<file path="config.mk">
export PLATFORM = sky130hd
export DESIGN_NAME = vend_kiosk_arbiter
export DESIGN_NICKNAME = d
export VERILOG_FILES = /design/src/rtl/vend_kiosk_arbiter.sv
export SDC_FILE = /design/constraint.sdc
export NUM_CORES = 1
export LEC_CHECK = 0
export ABC_CLOCK_PERIOD_IN_PS = 2700
export BUFFER_PORTS_ARGS = -buffer_cell sky130_fd_sc_hd__buf_2
export CORE_MARGIN = 3
export CORE_UTILIZATION = 25
export CTS_BUF_LIST = sky130_fd_sc_hd__clkbuf_8
export DETAILED_ROUTE_END_ITERATION = 10
export PLACE_DENSITY = 0.49
export SYNTH_ARGS = -nofsm -noshare
export SYNTH_HDL_FRONTEND = slang
export SYNTH_SLANG_ARGS = --single-unit
export TNS_END_PERCENT = 1
</file>
<file path="constraint.sdc">
create_clock -name clk -period 2.7 [get_ports clk]
set_input_delay 0.54 -clock clk [delete_from_list [all_inputs] [get_ports clk]]
set_output_delay 0.54 -clock clk [all_outputs]
set_load 0.02 [all_outputs]
</file>
<file path="src/rtl/vend_kiosk_arbiter.sv">
// vend_kiosk_arbiter: round-robin session arbiter sharing one vending_mac core among N coin kiosks.
module vend_kiosk_arbiter #(
  parameter int N       = 4,
  parameter int TIMEOUT = 16
) (
  input  logic           clk,
  input  logic           rst,
  input  logic [N-1:0]   req,
  input  logic [2*N-1:0] coin,
  input  logic [N-1:0]   coin_vld,
  output logic [N-1:0]   coin_rdy,
  output logic [N-1:0]   grant,
  output logic [N-1:0]   vend_done,
  output logic [1:0]     chg_out,
  output logic           refund_vld,
  output logic [2:0]     refund_amt,
  output logic           busy,
  output logic [1:0]     core_in,
  output logic           core_clr,
  input  logic           core_out,
  input  logic [1:0]     core_change
);
  localparam int LW = $clog2(N);
  localparam int TW = $clog2(TIMEOUT);
  typedef enum logic [1:0] {IDLE, ACTIVE, DONE, ABORT} state_t;
  state_t        state_q, state_d;
  logic [LW-1:0] gidx_q, gidx_d, last_q, last_d, pick, idx;
  logic [N-1:0]  grant_q, grant_d, vend_done_q, vend_done_d;
  logic [2:0]    credit_q, credit_d, refund_amt_q, refund_amt_d, add;
  logic [TW-1:0] tmo_q, tmo_d;
  logic [1:0]    core_in_q, core_in_d, chg_q, chg_d, cur_coin;
  logic          refund_vld_q, refund_vld_d, core_clr_q, core_clr_d, xfer;
  assign coin_rdy   = (state_q == ACTIVE && credit_q < 3'd3) ? grant_q : '0;
  assign grant      = grant_q;
  assign vend_done  = vend_done_q;
  assign chg_out    = chg_q;
  assign refund_vld = refund_vld_q;
  assign refund_amt = refund_amt_q;
  assign busy       = state_q != IDLE;
  assign core_in    = core_in_q;
  assign core_clr   = core_clr_q;
  assign cur_coin   = coin[{gidx_q, 1'b0} +: 2];
  assign xfer       = coin_vld[gidx_q] & coin_rdy[gidx_q];
  assign add        = cur_coin == 2'b01 ? 3'd1 : cur_coin == 2'b10 ? 3'd2 : 3'd0;
  always_comb begin
    pick = last_q;
    idx  = last_q;
    for (int k = N; k >= 1; k--) begin
      idx = LW'((int'(last_q) + k) % N);
      if (req[idx]) pick = idx;
    end
    state_d      = state_q;
    gidx_d       = gidx_q;
    grant_d      = grant_q;
    last_d       = last_q;
    credit_d     = credit_q;
    tmo_d        = tmo_q;
    chg_d        = chg_q;
    core_in_d    = 2'b00;
    vend_done_d  = '0;
    refund_vld_d = 1'b0;
    refund_amt_d = 3'd0;
    core_clr_d   = 1'b0;
    case (state_q)
      IDLE: begin
        // No session starts while the core is still held in clear after reset
        if (|req && !core_clr_q) begin
          state_d  = ACTIVE;
          gidx_d   = pick;
          grant_d  = N'(1) << pick;
          credit_d = 3'd0;
          tmo_d    = '0;
        end
      end
      ACTIVE: begin
        credit_d  = credit_q + (xfer ? add : 3'd0);
        tmo_d     = xfer ? '0 : tmo_q + TW'(1);
        core_in_d = (xfer && add != 3'd0) ? cur_coin : 2'b00;
        if (core_out) begin
          state_d     = DONE;
          chg_d       = core_change;
          vend_done_d = grant_q;
        end else if (tmo_q == TW'(TIMEOUT - 1)) begin
          state_d      = ABORT;
          core_clr_d   = 1'b1;
          refund_vld_d = credit_d != 3'd0;
          refund_amt_d = credit_d;
        end else if (!req[gidx_q] && credit_q == 3'd0 && !xfer) begin
          state_d = IDLE;
          grant_d = '0;
          last_d  = gidx_q;
        end
      end
      default: begin
        state_d = IDLE;
        grant_d = '0;
        last_d  = gidx_q;
      end
    endcase
  end
  always_ff @(posedge clk or negedge rst) begin
    if (!rst) begin
      state_q      <= IDLE;
      gidx_q       <= '0;
      grant_q      <= '0;
      last_q       <= LW'(N - 1);
      credit_q     <= 3'd0;
      tmo_q        <= '0;
      chg_q        <= 2'b00;
      core_in_q    <= 2'b00;
      vend_done_q  <= '0;
      refund_vld_q <= 1'b0;
      refund_amt_q <= 3'd0;
      core_clr_q   <= 1'b1;
    end else begin
      state_q      <= state_d;
      gidx_q       <= gidx_d;
      grant_q      <= grant_d;
      last_q       <= last_d;
      credit_q     <= credit_d;
      tmo_q        <= tmo_d;
      chg_q        <= chg_d;
      core_in_q    <= core_in_d;
      vend_done_q  <= vend_done_d;
      refund_vld_q <= refund_vld_d;
      refund_amt_q <= refund_amt_d;
      core_clr_q   <= core_clr_d;
    end
  end
endmodule
</file>
==> flow_summary_export.csv, run 1 <==
group,metric,value,unit
floorplan,initial_utilization,0.261,
route,ant_nets,0,
cts,cts_tree,"done",
cells_and_area,diodes,0,
cells_and_area,final_cell_area,1970,um2
synthesis,ys_ff_latch,30,
timing,fmax,411,MHz
route,drt-total-wl,3.77,mm
synthesis,yosysTopAreaCell,"dfrtp_1",
route,vias,1287,
synthesis,synth_enable_flop_cells,0,
synthesis,synth_area_leaders,"dfrtp_1, dfstp_2, mux4_1",
place,dp.cells,265,
timing,max-slew-margin-rel,0.537,
grt,grt_antenna_before_repair,0,
cells_and_area,multi_input_area,751,um2
synthesis,ys.flop_type,"dfrtp_1",
synthesis,ys_warn_count,0,
cts,cts_hold_buf,0,
route,first_iter_violations,77,
grt,grt-busiest-layer,"met2",
timing,tns,0,ns
setup_path,timing.rr.start,"tmo_q[0]",
cts,clock_path_buffers,2,
cts,cts-root-buf,"clkbuf_8",
timing,finalCritPeriodShare,0.900,
status,status,"completed",
job,drv_cap,0,
route,drc,0,
timing,final_hold_viol_count,0,
setup_path,r2r_cells,6,
route,wire_per_inst,13.9,um
floorplan,die_y,85.3,um
synthesis,synth_top_cell_area_share,0.429,
route,via_per_inst,4.73,
place,placed_cell_area,1900,um2
grt,grt_pass1_vias,1294,
grt,grt_max_degree,31,
cells_and_area,drive_above_1_share,0.340,
floorplan,core,6030,um2
floorplan,rows,28,
timing,grt_setup_unrepaired,"false",
cts,cts.sinks,30,
floorplan,ioPinCount,43,
setup_path,start_kind,"register",
floorplan,die_w,85.3,um
timing,setup_violations,0,
power,p_per_area,1000,nW/um2
timing,maxSlewViolCount,0,
synthesis,syn_inst,146,
setup_path,worstPathArrival,2.59,ns
cts,cts_buffers,5,
synthesis,synth_cell_type_count,42,
setup_path,r2r-end,"grant[2]",
synthesis,yosysMostFrequentCell,"dfrtp_1",
route,dr.pass1.iters,4,
grt,overflow,0,
setup_path,cp.required,2.86,ns
cts,h-tree-depth,2,
floorplan,die_area,7280,um2
place,io_buffers,42,
place,dpl.hpwl,2.89,mm
grt,grt_usage,0.113,
synthesis,syn_nets,172,
synthesis,yosys-top-cells-count,"dfrtp_1, inv_1, nand2_1, nor2_1, and2_1",
grt,use_met3,0.0340,
cells_and_area,syn_to_final_growth,25.4,%
setup_path,path_max_fanout,4,
synthesis,netlist_area,1570,um2
timing,fin_skew,0.0109,ns
setup_path,r2r_setup_slack,0.27,ns
cells_and_area,n_fill_cell,632,
timing,worst_pin_slew,0.694,ns
worst_hold_path,min_path_type,"in -> async",
timing,timing.hold.ws,0.302,ns
grt,grt_util_met1,0.152,
cells_and_area,regArea,754,um2
power,vdd_drop_max,0.303,mV
cts,cts_resized,0,
cells_and_area,final-instance-count-excl-fill,272,
cells_and_area,nets,223,
power,p_leak,1.01,nW
cts,post_cts_buffers,0,
setup_path,path_class,"reg -> reg",
grt,met2_usage,0.170,
synthesis,seq_area_frac_synth,0.479,
synthesis,ys_async_sr_fraction,1.00,
setup_path,end_kind,"register",
cts,clk_latency,0.28,ns
place,place.gp.congestion,0.753,
synthesis,syn_area_per_cell,10.8,um2
grt,grt_pass1_wl,6.40,mm
timing,fin_crit,2.43,ns
cts,clkTransAtPathRegs,0.07,ns
## routing by layer
layer	vias to the layer above	wire [um]
met4	0	46
li1	622	-
met5	-	0
met3	7	220
met2	35	1680
met1	623	1820
## report_power, final
group / internal [mW] / switching (mW)
sequential: 0.585 / 0.138
clock: 0.172 / 0.162
combinational: 0.416 / 0.510
total: 1.17 / 0.810
## logic make-up (layout without fill, tap and decap cells)
family / count (synthesis) / after routing / share of synthesized area
AO/OA/AOI/OAI: 31 / 31 / 0.140
XOR/XNOR: 1 / 1 / 0.00557
adder cells (fa/ha/maj): 5 / 5 / 0.0445
buffers and inverters: 16 / 67 / 0.0437
flip-flops: 30 / 30 / 0.479
multiplexers: 11 / 11 / 0.110
AND/OR/NAND/NOR: 52 / 52 / 0.176
## sequential cells by signal, summed over array words and instances (netlist names)
| register | count |
|---|---|
| grant | 4 |
| tmo_q | 4 |
| vend_done | 4 |
| credit_q | 3 |
| refund_amt | 3 |
| chg_out | 2 |
| core_in | 2 |
| gidx_q | 2 |
| last_q | 2 |
| state_q | 2 |
| core_clr | 1 |
| refund_vld | 1 |
## critical path, stage by stage (launching register included)
cell	delay (ns)
dfrtp_1	0.41
ha_1	0.23
and3_1	0.22
or4_1	0.44
or4_4	0.47
o21a_4	0.24
mux2_4	0.29
## worst max-delay path by stage
stage          startpoint     endpoint  slack (ns)
2_1_floorplan  state_q[1]  credit_q[2]        0.02
3_3_place_gp      coin[3]  credit_q[2]        0.14
3_5_place_dp      coin[3]  credit_q[2]        0.12
4_1_cts          tmo_q[0]     grant[2]        0.28
5_1_grt        state_q[1]  credit_q[2]        0.10
6_report         tmo_q[0]     grant[2]        0.27
## metrics by stage
| stage | power, mW | setup WS [ns] | utilization |
|---|---|---|---|
| 6_report | 1.98 | 0.269 | 0.328 |
| 5_1_grt | 2.15 | 0.103 | 0.328 |
| 4_1_cts | 2.01 | 0.278 | 0.328 |
| 3_5_place_dp | 1.67 | 0.117 | 0.315 |
| 3_3_place_gp | 1.66 | 0.141 | 0.315 |
| 2_1_floorplan | 1.37 | 0.0161 | - |
## cell type report
cell class / instances / area share
tap: 75 / 0.0475
inverter: 13 / 0.0247
clock buffer: 5 / 0.0349
clock inverter: 2 / 0.00507
multi-input combinational: 100 / 0.380
timing repair buffer: 47 / 0.125
sequential: 30 / 0.382
## layout by cell type, fill, tap and decap left out, drive strengths merged, types with 3 or more instances in the layout
| master | Yosys | layout |
|---|---|---|
| dfstp | 3 | 3 |
| o21ai | 6 | 6 |
| buf | 2 | 47 |
| a21oi | 5 | 5 |
| inv | 13 | 13 |
| ha | 4 | 4 |
| nand2 | 11 | 11 |
| a31oi | 3 | 3 |
| and3 | 6 | 6 |
| nor2 | 11 | 11 |
| nand3 | 3 | 3 |
| mux2 | 6 | 6 |
| mux4 | 3 | 3 |
| clkbuf | 1 | 5 |
| dfrtp | 27 | 27 |
| and2 | 7 | 7 |
| nand2b | 6 | 6 |
| o211ai | 4 | 4 |
Note: power is estimated with default switching activity, not from simulation.
==> run 2, diff against run 1 <==
- ABC_AREA: unset -> 1
- PLACE_DENSITY: 0.49 -> 0.48
==> run 2 against run 1 <==
Worst hold slack got worse by 0.0082 ns. Non-clock buffer count fell by 4. Register-to-register slack better by 0.17 ns. Sequential cell count stayed put. Sequential share of layout area shrank 2.4 points. Synthesized cell count rose by 54%. Global-route usage about the same. Utilization down 0.51 points. Critical path type unchanged. Highest routed layer unchanged.
==> flow_summary_export.csv, run 2 <==
group,metric,value,unit
route,vias,1519,
floorplan,core,6530,um2
cts,h-tree-depth,2,
synthesis,synth_enable_flop_cells,0,
synthesis,synth_area_leaders,"dfrtp_1, nand2_1, inv_1",
floorplan,rows,29,
cts,cts-root-buf,"clkbuf_8",
cells_and_area,syn_to_final_growth,22.1,%
floorplan,initial_utilization,0.264,
timing,fin_crit,2.26,ns
synthesis,synth_cell_type_count,29,
cells_and_area,nets,298,
power,clkPwrFrac,0.155,
setup_path,start_kind,"register",
grt,grt_usage,0.113,
floorplan,die_w,89.1,um
cells_and_area,final_cell_mix,"nand2_1, buf_2, inv_1",
route,drt-total-wl,4.02,mm
floorplan,die_y,89.1,um
power,switching_share,0.479,
route,drc,0,
cts,clkTransAtPathRegs,0.07,ns
synthesis,seq_area_frac_synth,0.437,
cells_and_area,drive_above_1_share,0.260,
floorplan,ioPinCount,43,
timing,setup_violations,0,
setup_path,path_cells,"inv_1, nand2_1, a32oi_1, ha_1, inv_1, nor2_1, ha_1, inv_1, fa_1, xor2_1, o22ai_1",
timing,grt_setup_unrepaired,"false",
synthesis,netlist_area,1730,um2
cts,cts_hold_buf,0,
route,dr.pass1.iters,4,
setup_path,path_max_fanout,6,
power,comb_power_share,0.547,
synthesis,syn_nets,251,
place,io_buffers,42,
cells_and_area,n_fill_cell,719,
place,dpl.hpwl,3.20,mm
synthesis,ys_ff_latch,30,
cells_and_area,diodes,0,
cts,cts_resized,0,
synthesis,synth_top_cell_area_share,0.392,
cts,cts_tree,"done",
worst_hold_path,min_path_type,"in -> async",
timing,maxSlewViolCount,0,
place,dp.cells,342,
timing,fmax,442,MHz
timing,final_hold_viol_count,0,
grt,grt_pass1_wl,6.89,mm
cells_and_area,final_util,0.323,
timing,tns,0,ns
synthesis,yosysMostFrequentCell,"nand2_1",
route,ant_nets,0,
setup_path,path_delay_family,"adder cells",
route,via_per_inst,4.34,
grt,overflow,0,
cells_and_area,final_common_cell,"nand2_1",
grt,grt_antenna_before_repair,0,
setup_path,worstPathArrival,2.42,ns
synthesis,ys.flop_type,"dfrtp_1",
setup_path,critPathMostFrequentCell,"inv_1",
synthesis,yosysTopAreaCell,"dfrtp_1",
power,vdd_drop_max,0.217,mV
place,placed_cell_area,2020,um2
route,first_iter_violations,57,
setup_path,end_kind,"register",
timing,fin_skew,0.00658,ns
status,status,"completed",
place,place.gp.congestion,0.786,
cts,cts.sinks,30,
synthesis,syn_inst,225,
setup_path,slowest_stage,"dfrtp_1",
floorplan,die_area,7930,um2
synthesis,ys_warn_count,0,
cts,post_cts_buffers,0,
cts,cts_buffers,5,
power,p_leak,1.19,nW
route,wire_per_inst,11.5,um
power,p_per_area,1110,nW/um2
synthesis,yosys-top-cells-count,"nand2_1, inv_1, nor2_1",
setup_path,cp.required,2.86,ns
synthesis,ys_async_sr_fraction,1.00,
cells_and_area,final-instance-count-excl-fill,350,
power,power_switching,1.12,mW
setup_path,critPathMaxStageDelay,0.43,ns
timing,worst_pin_slew,0.678,ns
grt,grt_max_degree,31,
timing,max-slew-margin-rel,0.548,
grt,grt_pass1_vias,1530,
setup_path,path_class,"reg -> reg",
job,drv_cap,0,
power,sequentialPowerShare,0.299,
cts,clock_path_buffers,2,
synthesis,syn_area_per_cell,7.67,um2
timing,finalCritPeriodShare,0.838,
setup_path,crit_buf_inv,3,
cts,clk_latency,0.28,ns
cells_and_area,final_cell_area,2110,um2
power,p_int,1.22,mW
[run 2: final cells by class]
class                   count  area [um2]  share of cell area
well taps                  77        96.3              0.0457
clock buffers               6        82.6              0.0392
inverters                  35         131              0.0624
clock inverters             2        8.76             0.00416
flip-flops and latches     30         754               0.358
multi-input cells         157         816               0.387
repair buffers             43         218               0.103
[run 2: metal layers]
metal,GRT usage,wire [um],vias to the layer above
met5,0,0,-
met2,0.193,2070,22
met4,0.0487,46,0
met1,0.139,1800,704
li1,-,-,791
met3,0.0221,96,2
[run 2: kinds of logic (layout without fill, tap and decap cells)]
logic type	count (synthesis)	in the layout	synth area share
buffers and inverters	38	86	0.0899
DFF	30	30	0.437
muxes	2	2	0.0131
xor gates and xnor gates	2	2	0.0102
adders and majority gates	5	5	0.0406
and+or+nand+nor	129	129	0.336
AOI/OAI and AO/OA	19	19	0.0732
[run 2: power groups by stage]
stage,Combinational [mW],Clock (mW),Sequential [mW]
global placement,1.30,0,0.706
global route,1.49,0.404,0.719
CTS,1.30,0.381,0.701
floorplan,0.960,0,0.733
finish,1.28,0.362,0.700
detailed placement,1.30,0,0.709
[run 2: through the flow]
step                setup slack [ns]  total power, mW  hold slack (ns)
detailed placement             0.399             2.01            0.496
global route                   0.153             2.61            0.352
CTS                            0.398             2.39            0.326
floorplan                      0.648             1.69            0.244
global placement               0.377             2.00            0.484
finish                         0.439             2.34            0.294
[run 2: final timing paths]
path                                 from           to  slack (ns)  depth (start not counted)
setup / recovery                gidx_q[0]  credit_q[2]        0.44                         11
hold / removal                        rst    gidx_q[1]        0.29                          1
setup reg to reg                gidx_q[0]  credit_q[2]        0.44                         11
hold reg to reg                chg_out[1]   chg_out[1]        0.50                          1
max in group asynchronous             rst    gidx_q[0]        1.95                          1
min in group clk           core_change[1]   chg_out[1]        0.49                          2
[run 2: worst register-to-register path: stages, from the launching register on]
cell and delay (ns):
dfrtp_1 0.43, inv_1 0.19, nand2_1 0.08, a32oi_1 0.23, ha_1 0.19, inv_1 0.04
nor2_1 0.11, ha_1 0.15, inv_1 0.04, fa_1 0.36, xor2_1 0.22, o22ai_1 0.11
==> run 3, diff against run 2 <==
- ABC_CLOCK_PERIOD_IN_PS: 2700 -> 2100
- PLACE_DENSITY: 0.48 -> 0.47
- clock period: 2.7 -> 2.1 ns (I/O delays scaled with it)
==> run 3 against run 2 <==
Worst hold slack got worse by 0.11 ns. Utilization rose by 1.9 points. Largest cell class unchanged. Critical endpoint is now credit_q[1]. Sequential power rose by 29%. Maximum frequency rose by 9.5%. Largest power group unchanged. Final cell count rose by 3.4%.
==> flow_summary_export.csv, run 3 (synthesis gave the netlist of run 2 again) <==
group,metric,value,unit
status,status,"completed",
cts,cts_buffers,5,
timing,worst_pin_slew,0.715,ns
cts,h-tree-depth,2,
route,drt-total-wl,4.37,mm
place,place.gp.congestion,0.870,
setup_path,start_kind,"register",
cts,cts-root-buf,"clkbuf_8",
cells_and_area,regArea,756,um2
place,dpl.hpwl,3.38,mm
timing,setup_ws,0.0357,ns
setup_path,path_class,"reg -> reg",
timing,setup_violations,0,
timing,final_hold_viol_count,0,
timing,maxSlewViolCount,0,
setup_path,timing.rr.start,"gidx_q[0]",
route,drc,0,
timing,max-slew-margin-rel,0.524,
setup_path,end_kind,"register",
job,drv_cap,0,
cts,cts_hold_buf,0,
floorplan,core,6530,um2
cells_and_area,drive_above_1_share,0.319,
cells_and_area,final_util,0.341,
place,dp.cells,353,
place,placed_cell_area,2100,um2
power,p_per_area,1470,nW/um2
timing,grt_setup_unrepaired,"true",
setup_path,path_cells,"inv_4, nand2_2, a32oi_2, inv_1, ha_1, inv_1, nor2_1, ha_1, inv_1, fa_2, o22ai_1",
setup_path,r2r-end,"credit_q[1]",
cells_and_area,n_fill_cell,726,
power,p_total,3.27,mW
place,dp_slack,-0.130,ns
grt,grt_max_degree,31,
place,io_buffers,42,
cells_and_area,diodes,0,
grt,grt_usage,0.118,
cells_and_area,syn_to_final_growth,29.2,%
cells_and_area,nets,310,
route,wire_per_inst,12.1,um
cts,clkTransAtPathRegs,0.07,ns
floorplan,ioPinCount,43,
route,ant_nets,0,
cells_and_area,final-instance-count-excl-fill,362,
grt,overflow,0,
setup_path,r2r_cells,11,
cts,clk_latency,0.29,ns
setup_path,cp.required,2.30,ns
timing,fmax,484,MHz
grt,grt_antenna_before_repair,0,
setup_path,slowest_stage,"dfrtp_2",
floorplan,initial_utilization,0.264,
cells_and_area,multi_input_area,843,um2
setup_path,path_delay_family,"adder cells",
floorplan,rows,29,
timing,fin_skew,0.00617,ns
power,vdd_drop_max,0.341,mV
floorplan,die_y,89.1,um
timing,finalCritPeriodShare,0.983,
timing,tns,0,ns
timing,timing.hold.ws,0.179,ns
route,dr.pass1.iters,4,
setup_path,crit_path_end,"credit_q[1]",
cts,clock_path_buffers,2,
setup_path,path_max_fanout,6,
grt,grt_pass1_wl,7.16,mm
setup_path,path_depth,11,
floorplan,die_area,7930,um2
setup_path,worstPathArrival,2.27,ns
setup_path,crit_buf_inv,4,
setup_path,critPathMaxStageDelay,0.45,ns
cells_and_area,final_cell_mix,"nand2_1, buf_2, inv_1",
setup_path,critPathMostFrequentCell,"inv_1",
route,vias,1582,
route,first_iter_violations,91,
route,via_per_inst,4.37,
setup_path,critPathLaunch,"gidx_q[0]",
power,p_leak,1.25,nW
cells_and_area,final_cell_area,2230,um2
timing,fin_crit,2.06,ns
grt,grt_pass1_vias,1576,
floorplan,die_w,89.1,um
setup_path,r2r_setup_slack,0.04,ns
cts,cts_tree,"done",
worst_hold_path,min_path_type,"in -> async",
cells_and_area,final_common_cell,"nand2_1",
cts,cts.sinks,30,
-- run 3: changes by cell type in the layout (fill, tap and decap cells not counted), sizes merged --
cell  previous run  this run
buf             43        55
-- run 3: where the power goes --
group / switching [mW] / total (mW) / internal, mW
Combinational: 1.16 / 1.88 / 0.715
Sequential: 0.147 / 0.905 / 0.758
Clock: 0.224 / 0.483 / 0.259
-- run 3: worst reg2reg max path, delay by kind of cell (launching register included) --
family                   cells  cell delay, ns
adder cells (fa/ha/maj)      3            0.79
flip-flops                   1            0.45
AO/OA/AOI/OAI                2            0.37
buffers and inverters        4            0.28
AND/OR/NAND/NOR              2            0.09
-- run 3: layout make-up --
cell class,instances,area share
clock buffer,6,0.0371
clock inverter,2,0.00393
inverter,35,0.0601
multi-input combinational,157,0.378
sequential,30,0.339
tap,77,0.0432
timing repair buffer,55,0.138
-- run 3: how the worst min path moves through the flow --
stage / slack [ns] / startpoint / depth (start not counted) / end
after global placement: 0.48 / chg_out[1] / 1 / chg_out[1]
after detailed placement: 0.49 / chg_out[0] / 1 / chg_out[0]
after global routing: 0.24 / rst / 1 / grant[3]
after floorplan: 0.12 / rst / 0 / chg_out[0]
final: 0.18 / rst / 1 / grant[3]
after CTS: 0.21 / rst / 1 / grant[1]
-- run 3: layer usage --
layer / share of wire / global-route usage / vias up / routed length, um
li1: - / - / 813 / -
met1: 0.45 / 0.145 / 737 / 1950
met2: 0.50 / 0.199 / 21 / 2200
met3: 0.024 / 0.0221 / 11 / 104
met4: 0.027 / 0.0568 / 0 / 119
met5: 0 / 0 / - / 0
-- run 3: what timing repair did --
action,CTS,global route
resized for setup,6,3
gates cloned,0,0
pin swaps,1,3
setup endpoints to repair,5,5
setup buffers,0,1
